**config.mk**
```make
export PLATFORM = sky130hd
export DESIGN_NAME = pim_cmd_issuer_flat
export DESIGN_NICKNAME = d
export VERILOG_FILES = /design/src/rtl/pim_cmd_issuer_if.sv /design/src/rtl/pim_cmd_issuer.sv /design/src/flat_wrapper.sv
export SDC_FILE = /design/constraint.sdc
export NUM_CORES = 1
export LEC_CHECK = 0
export ABC_AREA = 1
export CORE_ASPECT_RATIO = 1.1
export CORE_UTILIZATION = 45
export CTS_CLUSTER_SIZE = 24
export DETAILED_ROUTE_END_ITERATION = 8
export DONT_BUFFER_PORTS = 1
export SLEW_MARGIN = 15
export SYNTH_ARGS = -nofsm -noshare
export SYNTH_HDL_FRONTEND = slang
export SYNTH_SLANG_ARGS = --single-unit
export TNS_END_PERCENT = 30
```
**constraint.sdc**
```tcl
create_clock -name clk -period 3.2 [get_ports clk]
set_input_delay 0.32 -clock clk [delete_from_list [all_inputs] [get_ports clk]]
set_output_delay 0.32 -clock clk [all_outputs]
set_load 0.005 [all_outputs]
```
**src/rtl/pim_cmd_issuer_if.sv**
```systemverilog
// pim_cmd_issuer_if: request/response channels plus the exec-unit command bus.
// slave = issuer side, master = page controller / exec unit / testbench side.
interface pim_cmd_issuer_if #(
  parameter int DATA_W = 32,
  parameter int CMD_W  = 5
);
  logic              req_valid;
  logic              req_ready;
  logic [1:0]        req_op;
  logic [DATA_W-1:0] req_a;
  logic [DATA_W-1:0] req_b;
  logic [CMD_W-1:0]  ALU_Command;
  logic [DATA_W-1:0] data1;
  logic [DATA_W-1:0] data2;
  logic [DATA_W-1:0] result;
  logic              result_valid;
  logic              rsp_valid;
  logic              rsp_ready;
  logic [DATA_W-1:0] rsp_data;
  logic              rsp_err;
  logic              busy;

  modport slave (
    input  req_valid, req_op, req_a, req_b,
    input  result, result_valid, rsp_ready,
    output req_ready, ALU_Command, data1, data2,
    output rsp_valid, rsp_data, rsp_err, busy
  );

  modport master (
    output req_valid, req_op, req_a, req_b,
    output result, result_valid, rsp_ready,
    input  req_ready, ALU_Command, data1, data2,
    input  rsp_valid, rsp_data, rsp_err, busy
  );
endinterface

```
**src/rtl/pim_cmd_issuer.sv**
```systemverilog
// pim_cmd_issuer: issues float add/mul to the PIM exec unit with start-edge protocol.
// Optional PIM_ISSUER_STATS_EN adds saturating done/timeout/stray counters.
module pim_cmd_issuer #(
  parameter int             DATA_W  = 32,
  parameter int             CMD_W   = 5,
  parameter logic [CMD_W-1:0] ADD_CMD = 5'b10000,
  parameter logic [CMD_W-1:0] MUL_CMD = 5'b10010,
  parameter int             TIMEOUT = 64
) (
  input  logic clk,
  input  logic rst,
`ifdef PIM_ISSUER_STATS_EN
  output logic [15:0] stat_done,
  output logic [15:0] stat_timeout,
  output logic [15:0] stat_stray,
`endif
  pim_cmd_issuer_if.slave bus
);

  typedef enum logic [1:0] {IDLE, ISSUE, WAIT, RESP} state_t;

  localparam logic [15:0] TO_LAST = 16'(TIMEOUT - 1);

  state_t            r_state, w_state_n;
  logic [CMD_W-1:0]  r_cmd, w_cmd_n;
  logic [DATA_W-1:0] r_d1, w_d1_n;
  logic [DATA_W-1:0] r_d2, w_d2_n;
  logic [15:0]       r_cnt, w_cnt_n;
  logic              r_rv, w_rv_n;
  logic [DATA_W-1:0] r_rd, w_rd_n;
  logic              r_re, w_re_n;

  always_ff @(posedge clk) begin
    if (rst) begin
      r_state <= IDLE;
      r_cmd   <= '0;
      r_d1    <= '0;
      r_d2    <= '0;
      r_cnt   <= '0;
      r_rv    <= 1'b0;
      r_rd    <= '0;
      r_re    <= 1'b0;
    end else begin
      r_state <= w_state_n;
      r_cmd   <= w_cmd_n;
      r_d1    <= w_d1_n;
      r_d2    <= w_d2_n;
      r_cnt   <= w_cnt_n;
      r_rv    <= w_rv_n;
      r_rd    <= w_rd_n;
      r_re    <= w_re_n;
    end
  end

  always_comb begin
    w_state_n = r_state;
    w_cmd_n   = r_cmd;
    w_d1_n    = r_d1;
    w_d2_n    = r_d2;
    w_cnt_n   = r_cnt;
    w_rv_n    = r_rv;
    w_rd_n    = r_rd;
    w_re_n    = r_re;
    unique case (r_state)
      IDLE: begin
        w_cmd_n = '0;
        if (bus.req_valid) begin
          w_d1_n = bus.req_a;
          w_d2_n = bus.req_b;
          if (bus.req_op[1]) begin
            // illegal op answers straight away; exec unit never sees it
            w_state_n = RESP;
            w_rv_n    = 1'b1;
            w_rd_n    = '0;
            w_re_n    = 1'b1;
          end else begin
            w_state_n = ISSUE;
            w_cmd_n   = bus.req_op[0] ? MUL_CMD : ADD_CMD;
          end
        end
      end
      ISSUE: begin
        w_cnt_n   = '0;
        w_state_n = WAIT;
      end
      WAIT: begin
        w_cnt_n = r_cnt + 16'd1;
        if (bus.result_valid) begin
          w_rd_n    = bus.result;
          w_re_n    = 1'b0;
          w_cmd_n   = '0;
          w_rv_n    = 1'b1;
          w_state_n = RESP;
        end else if (r_cnt == TO_LAST) begin
          w_rd_n    = '0;
          w_re_n    = 1'b1;
          w_cmd_n   = '0;
          w_rv_n    = 1'b1;
          w_state_n = RESP;
        end
      end
      RESP: begin
        w_cmd_n = '0;
        if (bus.rsp_ready) begin
          w_rv_n    = 1'b0;
          w_state_n = IDLE;
        end
      end
      default: w_state_n = IDLE;
    endcase
  end

  assign bus.req_ready   = (r_state == IDLE);
  assign bus.busy        = (r_state != IDLE);
  assign bus.ALU_Command = r_cmd;
  assign bus.data1       = r_d1;
  assign bus.data2       = r_d2;
  assign bus.rsp_valid   = r_rv;
  assign bus.rsp_data    = r_rd;
  assign bus.rsp_err     = r_re;

`ifdef PIM_ISSUER_STATS_EN
  logic [15:0] r_st_done, r_st_to, r_st_stray;
  logic        w_in_wait;

  assign w_in_wait = (r_state == WAIT);

  always_ff @(posedge clk) begin
    if (rst) begin
      r_st_done  <= '0;
      r_st_to    <= '0;
      r_st_stray <= '0;
    end else begin
      if (w_in_wait && bus.result_valid && r_st_done != 16'hFFFF)
        r_st_done <= r_st_done + 16'd1;
      if (w_in_wait && !bus.result_valid && r_cnt == TO_LAST
          && r_st_to != 16'hFFFF)
        r_st_to <= r_st_to + 16'd1;
      if (!w_in_wait && bus.result_valid && r_st_stray != 16'hFFFF)
        r_st_stray <= r_st_stray + 16'd1;
    end
  end

  assign stat_done    = r_st_done;
  assign stat_timeout = r_st_to;
  assign stat_stray   = r_st_stray;
`endif

endmodule
```
**src/flat_wrapper.sv**
```systemverilog
// flat-port wrapper written by rule: the top's interface ports become plain ports
module pim_cmd_issuer_flat 
#(
  parameter int             DATA_W  = 32,
  parameter int             CMD_W   = 5,
  parameter logic [CMD_W-1:0] ADD_CMD = 5'b10000,
  parameter logic [CMD_W-1:0] MUL_CMD = 5'b10010,
  parameter int             TIMEOUT = 64
)
  (clk, rst, bus_req_valid, bus_req_op, bus_req_a, bus_req_b, bus_result, bus_result_valid, bus_rsp_ready, bus_req_ready, bus_ALU_Command, bus_data1, bus_data2, bus_rsp_valid, bus_rsp_data, bus_rsp_err, bus_busy);
  pim_cmd_issuer_if #(.DATA_W(DATA_W), .CMD_W(CMD_W)) bus_i ();
  input  logic clk;
  input  logic rst;
  input wire logic [$bits(bus_i.req_valid)-1:0] bus_req_valid;
  input wire logic [$bits(bus_i.req_op)-1:0] bus_req_op;
  input wire logic [$bits(bus_i.req_a)-1:0] bus_req_a;
  input wire logic [$bits(bus_i.req_b)-1:0] bus_req_b;
  input wire logic [$bits(bus_i.result)-1:0] bus_result;
  input wire logic [$bits(bus_i.result_valid)-1:0] bus_result_valid;
  input wire logic [$bits(bus_i.rsp_ready)-1:0] bus_rsp_ready;
  output wire logic [$bits(bus_i.req_ready)-1:0] bus_req_ready;
  output wire logic [$bits(bus_i.ALU_Command)-1:0] bus_ALU_Command;
  output wire logic [$bits(bus_i.data1)-1:0] bus_data1;
  output wire logic [$bits(bus_i.data2)-1:0] bus_data2;
  output wire logic [$bits(bus_i.rsp_valid)-1:0] bus_rsp_valid;
  output wire logic [$bits(bus_i.rsp_data)-1:0] bus_rsp_data;
  output wire logic [$bits(bus_i.rsp_err)-1:0] bus_rsp_err;
  output wire logic [$bits(bus_i.busy)-1:0] bus_busy;
  assign bus_i.req_valid = bus_req_valid;
  assign bus_i.req_op = bus_req_op;
  assign bus_i.req_a = bus_req_a;
  assign bus_i.req_b = bus_req_b;
  assign bus_i.result = bus_result;
  assign bus_i.result_valid = bus_result_valid;
  assign bus_i.rsp_ready = bus_rsp_ready;
  assign bus_req_ready = bus_i.req_ready;
  assign bus_ALU_Command = bus_i.ALU_Command;
  assign bus_data1 = bus_i.data1;
  assign bus_data2 = bus_i.data2;
  assign bus_rsp_valid = bus_i.rsp_valid;
  assign bus_rsp_data = bus_i.rsp_data;
  assign bus_rsp_err = bus_i.rsp_err;
  assign bus_busy = bus_i.busy;
  pim_cmd_issuer #(.DATA_W(DATA_W), .CMD_W(CMD_W), .ADD_CMD(ADD_CMD), .MUL_CMD(MUL_CMD), .TIMEOUT(TIMEOUT)) u_core (.clk(clk), .rst(rst), .bus(bus_i));
endmodule
```
# Word level (Yosys, flattened, before mapping)
# Cells that the tools add are included.
word_totals:
  latchBits: 0
  ram_bits: 0
  out_inout_bits: 105
  ff_bits: 121
  elab_cells: 53
  inputBits: 103
  n_memories: 0
  romBits: 0
op_classes:
  eq_ne: 8
  n_lt_le_gt_ge: 0
  multipliers: 0
  n_div: 0
  reduce_logical: 10
  n_mux: 26
  shifts: 0
  bitwise: 0
  addsub: 1
op_table:
  columns: ["cell", "count"]
  rows:
  - ["$mux 32", 4]
  - ["$pmux 32 s2", 1]
  - ["$pmux 16 s2", 1]
  - ["$mux 5", 4]
  - ["$add 16x1->16 const B", 1]
  - ["$eq 16x6->1 const B", 1]
  - ["$pmux 5 s3", 1]
  - ["$mux 2", 6]
  - ["$pmux 2 s4", 1]
  - ["$mux 1", 6]
  - ["$ne 2x2->1 const B", 3]
  - ["$reduce_bool 2->1", 3]
  - ["$reduce_and 5->1", 1]
  - ["$eq 2x2->1 const B", 2]
  - ["$reduce_and 2->1", 2]
  - ["$reduce_and 4->1", 1]
  - ["$ne 3x2->1 const B", 1]
  - ["$pmux 1 s3", 1]
  - ["$reduce_and 3->1", 1]
  - ["$reduce_bool 3->1", 1]
  - ["$eq 2x1->1 const B", 1]
  - ["$logic_not 2->1", 1]
  - ["$pmux 1 s2", 1]

# Depth between registers and ports, before layout
# Gate-level depths: netlist of the first run.
logic_depth:
  ltp_word: 4
  depth_mapped: 11
  ltp_nobuf: 10

# Worst setup path before layout of the first run
# OpenSTA, ideal clock, no wires.
synth_path:
  kind: "register to register"
  from: "register u_core.r_state[0]"
  to: "register u_core.r_rd[5], in the netlist u_core.bus.rsp_data[5]"
  arrival_time_ns: 1.448
  t_required_ns: 3.086
  setup_time_ns: 0.114
  period_less_slack_ns: 1.562
  slack_ns: 1.638
  n_path_buf: 1
  stages_incl_launch_ff: 10
  path_cell_list: "dfxtp_1 -> inv_1 -> ha_1 -> inv_1 -> nor2_1 -> nor2_1 -> nand3_4 -> buf_2 -> a21oi_1 -> nor2_1"
synth_between:
  elab_chain_len: 3
  elab_cells_between_ends: 8
  cone_classes: "eq/ne (4); mux (1); reduce/logical (3)"
synth_lines:
  columns: ["element", "line_no", "rtl"]
  rows:
  - ["start: declaration", "pim_cmd_issuer.sv:24", "state_t r_state, w_state_n;"]
  - ["start signal: assignment", "pim_cmd_issuer.sv:44", "r_state <= w_state_n;"]
  - ["$logic_not 2->1 (*)", null, null]
  - ["via bus_req_ready", "flat_wrapper.sv:21", "output wire logic [$bits(bus_i.req_ready)-1:0] bus_req_ready;"]
  - ["$ne 2x2->1 (no line) or $reduce_bool 2->1 (tied branches)", null, null]
  - ["$reduce_and 4->1 (no line)", null, null]
  - ["end signal: assignment", "pim_cmd_issuer.sv:50", "r_rd <= w_rd_n;"]
  - ["end: declaration", "pim_cmd_issuer.sv:30", "logic [DATA_W-1:0] r_rd, w_rd_n;"]
# The timed path passes the listed nets; every way through them passes the cells marked *.
# A chain may end at the register's enable or synchronous reset.

# Final worst setup path of the first run
layout_path:
  from: "register u_core.r_state[0]"
  to: "register u_core.r_rd[8], in the netlist u_core.bus.rsp_data[8]"
# Same word-level chain as after synthesis.

==> results of run 1 <==
==> through the flow <==
step	std cells	hold slack (ns)
2_1_floorplan	662	0.441
3_3_place_gp	748	0.392
3_5_place_dp	748	0.394
4_1_cts	852	0.000671
5_1_grt	853	0.00443
6_report	853	0.0162
==> kinds of logic (layout without fill, tap and decap cells) <==
group / after synthesis / count (layout) / synth area share
DFF: 118 / 118 / 0.504
other: 1 / 4 / 0.000801
buffers and inverters: 96 / 166 / 0.0839
xor gates and xnor gates: 1 / 1 / 0.00187
AOI/OAI and AO/OA: 119 / 119 / 0.128
and+or+nand+nor: 320 / 320 / 0.267
adders and majority gates: 5 / 5 / 0.0134
==> metal layers <==
metal	track usage	vias to the layer above
li1	-	2176
met1	0.248	1960
met2	0.375	202
met3	0.0929	23
met4	0.114	0
met5	0	-
==> placed cells by master, fill, tap and decap left out <==
master	instances
xor2_1	1
clkbuf_8	3
clkbuf_16	16
nand3_4	1
inv_2	4
or2_2	2
o21ai_0	70
nor4_1	1
nand4_1	2
bufinv_16	3
a31o_2	1
nor2_1	194
dfxtp_1	118
clkinv_2	6
clkinvlp_4	1
nor3_1	5
nand2_2	2
buf_4	3
diode_2	1
inv_1	55
o31ai_1	1
dlygate4sd3_1	72
a21oi_1	47
clkbuf_1	3
ha_1	5
nand3_1	11
nand2_1	102
conb_1	3
==> worst paths after layout <==
kind | slack [ns] | depth (start not counted) | startpoint | endpoint
max | 0.88 | 9 | u_core.r_state[0]$_SDFFE_PP0P_ | u_core.bus.rsp_data[8]$_SDFFE_PP0P_
min | 0.02 | 2 | bus_req_b[12] | u_core.bus.data2[12]$_SDFFE_PP0P_
max reg2reg | 0.88 | 9 | u_core.r_state[0]$_SDFFE_PP0P_ | u_core.bus.rsp_data[8]$_SDFFE_PP0P_
min reg2reg | 0.48 | 2 | u_core.r_cnt[9]$_SDFFE_PP0P_ | u_core.r_cnt[9]$_SDFFE_PP0P_
==> repair_timing <==
item | in CTS | in global routing
gates resized for setup | 0 | 0
hold endpoints to repair | 95 | 0
endpoints found under the setup margin | 0 | 0
setup buffers | 0 | 0
hold buffers | 72 | 0
==> worst max-delay path, delay by kind of cell (launching register included) <==
family                     cells  cell delay [ns]
and+or+nand+nor                4             0.78
DFF                            1             0.36
buffers and inverters          3             0.70
adders and majority gates      1             0.28
AOI/OAI and AO/OA              1             0.13
==> state kept, by name, summed over array words and instances (netlist names) <==
register / count
u_core.bus.rsp_err: 1
u_core.bus.data1: 32
u_core.bus.rsp_data: 32
u_core.bus.ALU_Command: 2
u_core.r_cnt: 16
u_core.bus.rsp_valid: 1
u_core.bus.data2: 32
u_core.r_state: 2
==> final cells by class <==
class,instances,share of cell area
diodes,1,0.000417
clock buffers,22,0.0755
clock inverters,10,0.0213
inverters,59,0.0369
multi-input cells,448,0.323
flip-flops and latches,118,0.394
well taps,120,0.0250
repair buffers,75,0.124
==> power by group through the flow <==
stage | sequential, W | clock, W | combinational, W
finish | 0.00207 | 0.00186 | 0.00128
global route | 0.00211 | 0.00197 | 0.00147
global placement | 0.00209 | 0 | 0.00114
detailed placement | 0.00210 | 0 | 0.00118
CTS | 0.00207 | 0.00190 | 0.00126
floorplan | 0.00202 | 0 | 0.00102
==> run_summary.xml, run 1 <==
<?xml version="1.0" encoding="UTF-8"?>
<metrics>
  <group name="clock_tree">
    <metric name="cts-htree-levels" unit="">4</metric>
    <metric name="number_of_buffers_created_by_cts" unit="">17</metric>
    <metric name="clk_pin_slew" unit="ns">0.06</metric>
    <metric name="cts_max_path_buffers" unit="">2</metric>
    <metric name="clock_latency" unit="ns">0.51</metric>
    <metric name="tritoncts" unit="">done</metric>
    <metric name="cts.sink_count" unit="">118</metric>
    <metric name="cts_root_buf" unit="">clkbuf_8</metric>
  </group>
  <group name="placement">
    <metric name="place_hpwl" unit="µm">7490</metric>
    <metric name="io_buffers" unit="">0</metric>
    <metric name="detailedPlace.worstSlack" unit="ns">0.859</metric>
    <metric name="dpl-instance-area" unit="µm²">4690</metric>
    <metric name="gpl.final_weighted_congestion" unit="">0.791</metric>
  </group>
  <group name="floorplan">
    <metric name="die_x" unit="µm">99.3</metric>
    <metric name="floorplan.core_area" unit="µm²">9980</metric>
    <metric name="initial_utilization" unit="">0.469</metric>
    <metric name="floorplan.die_area" unit="µm²">10800</metric>
    <metric name="die_y" unit="µm">109</metric>
    <metric name="ioPinCount" unit="">208</metric>
    <metric name="rows" unit="">38</metric>
  </group>
  <group name="sta">
    <metric name="rsz0062_at_grt" unit="">false</metric>
    <metric name="fmaxAchievable" unit="MHz">431</metric>
    <metric name="timing.clock.skew" unit="ns">0.00803</metric>
    <metric name="slew_headroom" unit="">0.267</metric>
    <metric name="report.final.setup_viol" unit="">0</metric>
    <metric name="min_cycle_time_layout" unit="ns">2.32</metric>
    <metric name="post-route-worst-setup-slack" unit="ns">0.879</metric>
    <metric name="finalCritPeriodShare" unit="">0.725</metric>
    <metric name="final_number_of_max_transition_violations" unit="">0</metric>
    <metric name="hold_viol_final" unit="">0</metric>
    <metric name="setup_tns" unit="ns">0</metric>
    <metric name="timing_worst_slew_pin_value" unit="ns">1.10</metric>
  </group>
  <group name="synth">
    <metric name="synthArstFlopShare" unit="">0</metric>
    <metric name="synth_top_area_cell" unit="">dfxtp_1</metric>
    <metric name="synth_sequential_area_ratio" unit="">0.504</metric>
    <metric name="synth_seq_cells" unit="">118</metric>
    <metric name="synth-main-ff-cell" unit="">dfxtp_1</metric>
    <metric name="yosysTopAreaCellShare" unit="">0.504</metric>
    <metric name="synth_enable_flop_cells" unit="">0</metric>
    <metric name="netlist_area" unit="µm²">4680</metric>
    <metric name="yosys_warnings" unit="">0</metric>
    <metric name="netlist_instances" unit="">660</metric>
    <metric name="yosys-top-cells-area" unit="">dfxtp_1 (50%), nor2_1 (16%), nand2_1 (8.2%), o21ai_0 (7.5%), a21oi_1 (5.0%)</metric>
    <metric name="synth_area_per_cell" unit="µm²">7.10</metric>
    <metric name="synth.most_common_cell" unit="">nor2_1</metric>
    <metric name="synth_common_cells" unit="">nor2_1 (194), dfxtp_1 (118), nand2_1 (102), o21ai_0 (70), inv_1 (56)</metric>
    <metric name="netlist-cell-type-count" unit="">23</metric>
  </group>
  <group name="pwr">
    <metric name="ir_drop" unit="µV">436</metric>
    <metric name="net-switching-power" unit="W">0.00176</metric>
    <metric name="design_power_total" unit="W">0.00522</metric>
    <metric name="powerDensity" unit="nW/µm²">870</metric>
    <metric name="seq_power_share" unit="">0.397</metric>
    <metric name="share_comb_of_total_power" unit="">0.246</metric>
    <metric name="power.leakage" unit="nW">2.56</metric>
    <metric name="internal_power_summed_over_all_cells" unit="W">0.00346</metric>
    <metric name="swShare" unit="">0.338</metric>
    <metric name="power.share.clock" unit="">0.357</metric>
  </group>
  <group name="global_routing">
    <metric name="grt_pass1_vias" unit="">4066</metric>
    <metric name="globalRouteOverflowTotal" unit="">0</metric>
    <metric name="initial_antenna_violation_count" unit="">1</metric>
    <metric name="largest_net_degree_at_the_start_of_global_routing" unit="">78</metric>
    <metric name="grt.total_usage" unit="">0.226</metric>
    <metric name="grt_pass1_wl" unit="µm">19100</metric>
  </group>
  <group name="critical_path">
    <metric name="critical_path.cell_chain" unit="">inv_1, ha_1, inv_1, nor2_1, nor2_1, nand3_4, inv_2, nand2_1, a21oi_1</metric>
    <metric name="cp-start-kind" unit="">register</metric>
    <metric name="cp_slowest_cell" unit="">inv_2</metric>
    <metric name="cp_data_required_time" unit="ns">3.63</metric>
    <metric name="ws_path_type" unit="">reg -&gt; reg</metric>
    <metric name="cp_slowest_stage_delay" unit="ns">0.47</metric>
    <metric name="timing.critical_path.fanout_max" unit="">45</metric>
    <metric name="worst_setup_path_end_kind" unit="">register</metric>
    <metric name="worstPathArrival" unit="ns">2.75</metric>
  </group>
  <group name="drt">
    <metric name="first_iter_violations" unit="">226</metric>
    <metric name="detail_route.wl_per_cell" unit="µm">14.5</metric>
    <metric name="final_wirelength" unit="µm">12400</metric>
    <metric name="met3_length" unit="µm">1210</metric>
    <metric name="detailed_route_drc_error_count" unit="">0</metric>
    <metric name="drt_pre_antenna_iters" unit="">4</metric>
    <metric name="detailroute.wirelength.met2" unit="µm">5930</metric>
    <metric name="route.top_layer_used" unit="">met4</metric>
    <metric name="vias" unit="">4361</metric>
    <metric name="drt.antenna.violating_nets" unit="">0</metric>
    <metric name="route.layer.met1.wl" unit="µm">5020</metric>
    <metric name="route.detailed.vias_per_inst" unit="">5.11</metric>
  </group>
  <group name="finish">
    <metric name="seqCellArea" unit="µm²">2360</metric>
    <metric name="area.growth.synth_to_final" unit="%">28.0</metric>
    <metric name="stdcell_area" unit="µm²">6000</metric>
    <metric name="final_layout_size_suffix_gt1_frac" unit="">0.0574</metric>
    <metric name="fill_cells" unit="">890</metric>
    <metric name="finish.net_count" unit="">827</metric>
    <metric name="multi_input_area" unit="µm²">1940</metric>
    <metric name="layout.core_utilization" unit="">0.601</metric>
  </group>
  <group name="outcome">
    <metric name="run_status" unit="">complete, no violations</metric>
  </group>
  <group name="run">
    <metric name="maxCapViolCount" unit="">0</metric>
  </group>
  <group name="min_path">
    <metric name="worstHoldPathType" unit="">in -&gt; reg</metric>
  </group>
</metrics>
(Power assumes the default switching activity.)
==> run 2: changes to the inputs <==
==> constraint.sdc (replaced) <==
create_clock -name clk -period 2.3 [get_ports clk]
set_input_delay 0.23 -clock clk [delete_from_list [all_inputs] [get_ports clk]]
set_output_delay 0.23 -clock clk [all_outputs]
set_load 0.005 [all_outputs]
==> run_summary.xml, run 2 (same netlist as run 1, synthesis figures left out) <==
<?xml version="1.0" encoding="UTF-8"?>
<metrics>
  <group name="sta">
    <metric name="hold_viol_final" unit="">0</metric>
    <metric name="min_cycle_time_layout" unit="ns">2.05</metric>
    <metric name="post-route-worst-setup-slack" unit="ns">0.250</metric>
    <metric name="rsz0062_at_grt" unit="">false</metric>
    <metric name="fmaxAchievable" unit="MHz">488</metric>
    <metric name="timing_worst_slew_pin_value" unit="ns">0.952</metric>
    <metric name="setup_tns" unit="ns">0</metric>
    <metric name="report.final.setup_viol" unit="">0</metric>
    <metric name="finalCritPeriodShare" unit="">0.891</metric>
    <metric name="final_number_of_max_transition_violations" unit="">0</metric>
    <metric name="slew_headroom" unit="">0.363</metric>
    <metric name="timing.clock.skew" unit="ns">0.0121</metric>
    <metric name="worst_hold_margin" unit="ns">0.0608</metric>
  </group>
  <group name="floorplan">
    <metric name="ioPinCount" unit="">208</metric>
    <metric name="floorplan.core_area" unit="µm²">9980</metric>
    <metric name="die_x" unit="µm">99.3</metric>
    <metric name="die_y" unit="µm">109</metric>
    <metric name="rows" unit="">38</metric>
    <metric name="floorplan.die_area" unit="µm²">10800</metric>
    <metric name="initial_utilization" unit="">0.469</metric>
  </group>
  <group name="finish">
    <metric name="layout.cells.most_common" unit="">nor2_1</metric>
    <metric name="final_layout_size_suffix_gt1_frac" unit="">0.0641</metric>
    <metric name="area.growth.synth_to_final" unit="%">35.0</metric>
    <metric name="fill_cells" unit="">822</metric>
    <metric name="stdcell_count" unit="">886</metric>
    <metric name="final_cell_mix" unit="">nor2_1 (194), dfxtp_1 (118), nand2_1 (102), dlygate4sd3_1 (100), o21ai_0 (70)</metric>
    <metric name="finish.net_count" unit="">860</metric>
  </group>
  <group name="placement">
    <metric name="gpl.final_weighted_congestion" unit="">0.789</metric>
    <metric name="numPlacedInstances" unit="">753</metric>
    <metric name="place_hpwl" unit="µm">7750</metric>
    <metric name="io_buffers" unit="">0</metric>
    <metric name="detailedPlace.worstSlack" unit="ns">0.241</metric>
  </group>
  <group name="min_path">
    <metric name="worstHoldPathType" unit="">in -&gt; reg</metric>
  </group>
  <group name="pwr">
    <metric name="seq_power_share" unit="">0.400</metric>
    <metric name="powerDensity" unit="nW/µm²">1140</metric>
    <metric name="net-switching-power" unit="W">0.00249</metric>
    <metric name="share_comb_of_total_power" unit="">0.262</metric>
    <metric name="internal_power_summed_over_all_cells" unit="W">0.00471</metric>
    <metric name="ir_drop" unit="µV">537</metric>
    <metric name="power.share.clock" unit="">0.338</metric>
    <metric name="power.leakage" unit="nW">2.69</metric>
    <metric name="swShare" unit="">0.346</metric>
  </group>
  <group name="critical_path">
    <metric name="worst_setup_path_end_kind" unit="">register</metric>
    <metric name="ws_path_type" unit="">reg -&gt; reg</metric>
    <metric name="cp_data_required_time" unit="ns">2.71</metric>
    <metric name="timing.critical_path.fanout_max" unit="">5</metric>
    <metric name="cp-start-kind" unit="">register</metric>
    <metric name="worstPathArrival" unit="ns">2.46</metric>
  </group>
  <group name="run">
    <metric name="maxCapViolCount" unit="">0</metric>
  </group>
  <group name="drt">
    <metric name="detail_route.wl_per_cell" unit="µm">14.1</metric>
    <metric name="first_iter_violations" unit="">180</metric>
    <metric name="drt.antenna.violating_nets" unit="">0</metric>
    <metric name="final_wirelength" unit="µm">12500</metric>
    <metric name="route.detailed.vias_per_inst" unit="">5.02</metric>
    <metric name="detailed_route_drc_error_count" unit="">0</metric>
    <metric name="drt_pre_antenna_iters" unit="">4</metric>
    <metric name="vias" unit="">4445</metric>
  </group>
  <group name="clock_tree">
    <metric name="number_of_buffers_created_by_cts" unit="">17</metric>
    <metric name="cts-htree-levels" unit="">4</metric>
    <metric name="clock_latency" unit="ns">0.51</metric>
    <metric name="cts_setup_buffers" unit="">0</metric>
    <metric name="cts_root_buf" unit="">clkbuf_8</metric>
    <metric name="clk_pin_slew" unit="ns">0.06</metric>
    <metric name="tritoncts" unit="">done</metric>
    <metric name="cts.sink_count" unit="">118</metric>
    <metric name="cts_max_path_buffers" unit="">2</metric>
  </group>
  <group name="global_routing">
    <metric name="grt.total_usage" unit="">0.232</metric>
    <metric name="initial_antenna_violation_count" unit="">1</metric>
    <metric name="largest_net_degree_at_the_start_of_global_routing" unit="">65</metric>
    <metric name="grt_pass1_wl" unit="µm">19600</metric>
    <metric name="grt_pass1_vias" unit="">4307</metric>
    <metric name="globalRouteOverflowTotal" unit="">0</metric>
  </group>
  <group name="outcome">
    <metric name="run_status" unit="">complete, no violations</metric>
  </group>
</metrics>
run 2: worst max-delay path, cell delays in order, from the launching register on:
cell and delay, ns:
dfxtp_1 0.38, inv_1 0.10, ha_1 0.26, nor4_1 0.41, nand3_1 0.12, dlygate4sd3_1 0.56
a21oi_1 0.14
run 2: final timing paths:
kind,start,endpoint,slack [ns],depth (start not counted)
setup / recovery,u_core.r_state[0]$_SDFFE_PP0P_,u_core.bus.ALU_Command[1]$_SDFFE_PP0P_,0.25,6
hold reg to reg,u_core.r_cnt[9]$_SDFFE_PP0P_,u_core.r_cnt[9]$_SDFFE_PP0P_,0.47,2
hold / removal,rst,u_core.r_cnt[2]$_SDFFE_PP0P_,0.06,4
setup reg to reg,u_core.r_state[0]$_SDFFE_PP0P_,u_core.bus.ALU_Command[1]$_SDFFE_PP0P_,0.25,6
run 2: layout make-up:
| class | instances | area (µm²) | share of cell area |
|---|---|---|---|
| Inverter | 59 | 224 | 0.0354 |
| Sequential cell | 118 | 2360 | 0.374 |
| Antenna cell | 1 | 2.50 | 0.000396 |
| Clock inverter | 11 | 101 | 0.0160 |
| Multi-Input combinational cell | 448 | 1940 | 0.306 |
| Timing Repair Buffer | 108 | 1090 | 0.172 |
| Tap cell | 120 | 150 | 0.0237 |
| Clock buffer | 21 | 459 | 0.0726 |
run 2: per-layer routing:
| metal | track usage | wire [µm] |
|---|---|---|
| met5 | 0 | 0 |
| met4 | 0.114 | 199 |
| met3 | 0.0827 | 1080 |
| met2 | 0.410 | 6290 |
| met1 | 0.246 | 4950 |
run 2: power groups by stage:
| stage | clock (W) | sequential (W) | combinational (W) |
|---|---|---|---|
| 4_1_cts | 0.00248 | 0.00288 | 0.00185 |
| 5_1_grt | 0.00258 | 0.00295 | 0.00217 |
| 3_5_place_dp | 0 | 0.00292 | 0.00169 |
| 3_3_place_gp | 0 | 0.00291 | 0.00164 |
| 2_1_floorplan | 0 | 0.00280 | 0.00142 |
| 6_report | 0.00244 | 0.00288 | 0.00188 |
run 2: repair_timing:
item	4_1_cts	5_1_grt
resized for setup	0	2
endpoints found under the setup margin	0	4
hold endpoints to repair	100	0
hold buffers	100	0
run 2: metrics by stage:
stage	cell area (µm²)	util	total power (W)
detailed placement	4760	0.476	0.00462
CTS	6320	0.633	0.00722
global placement	4760	0.476	0.00456
finish	6320	0.633	0.00720
floorplan	4690	-	0.00422
global route	6320	0.633	0.00769
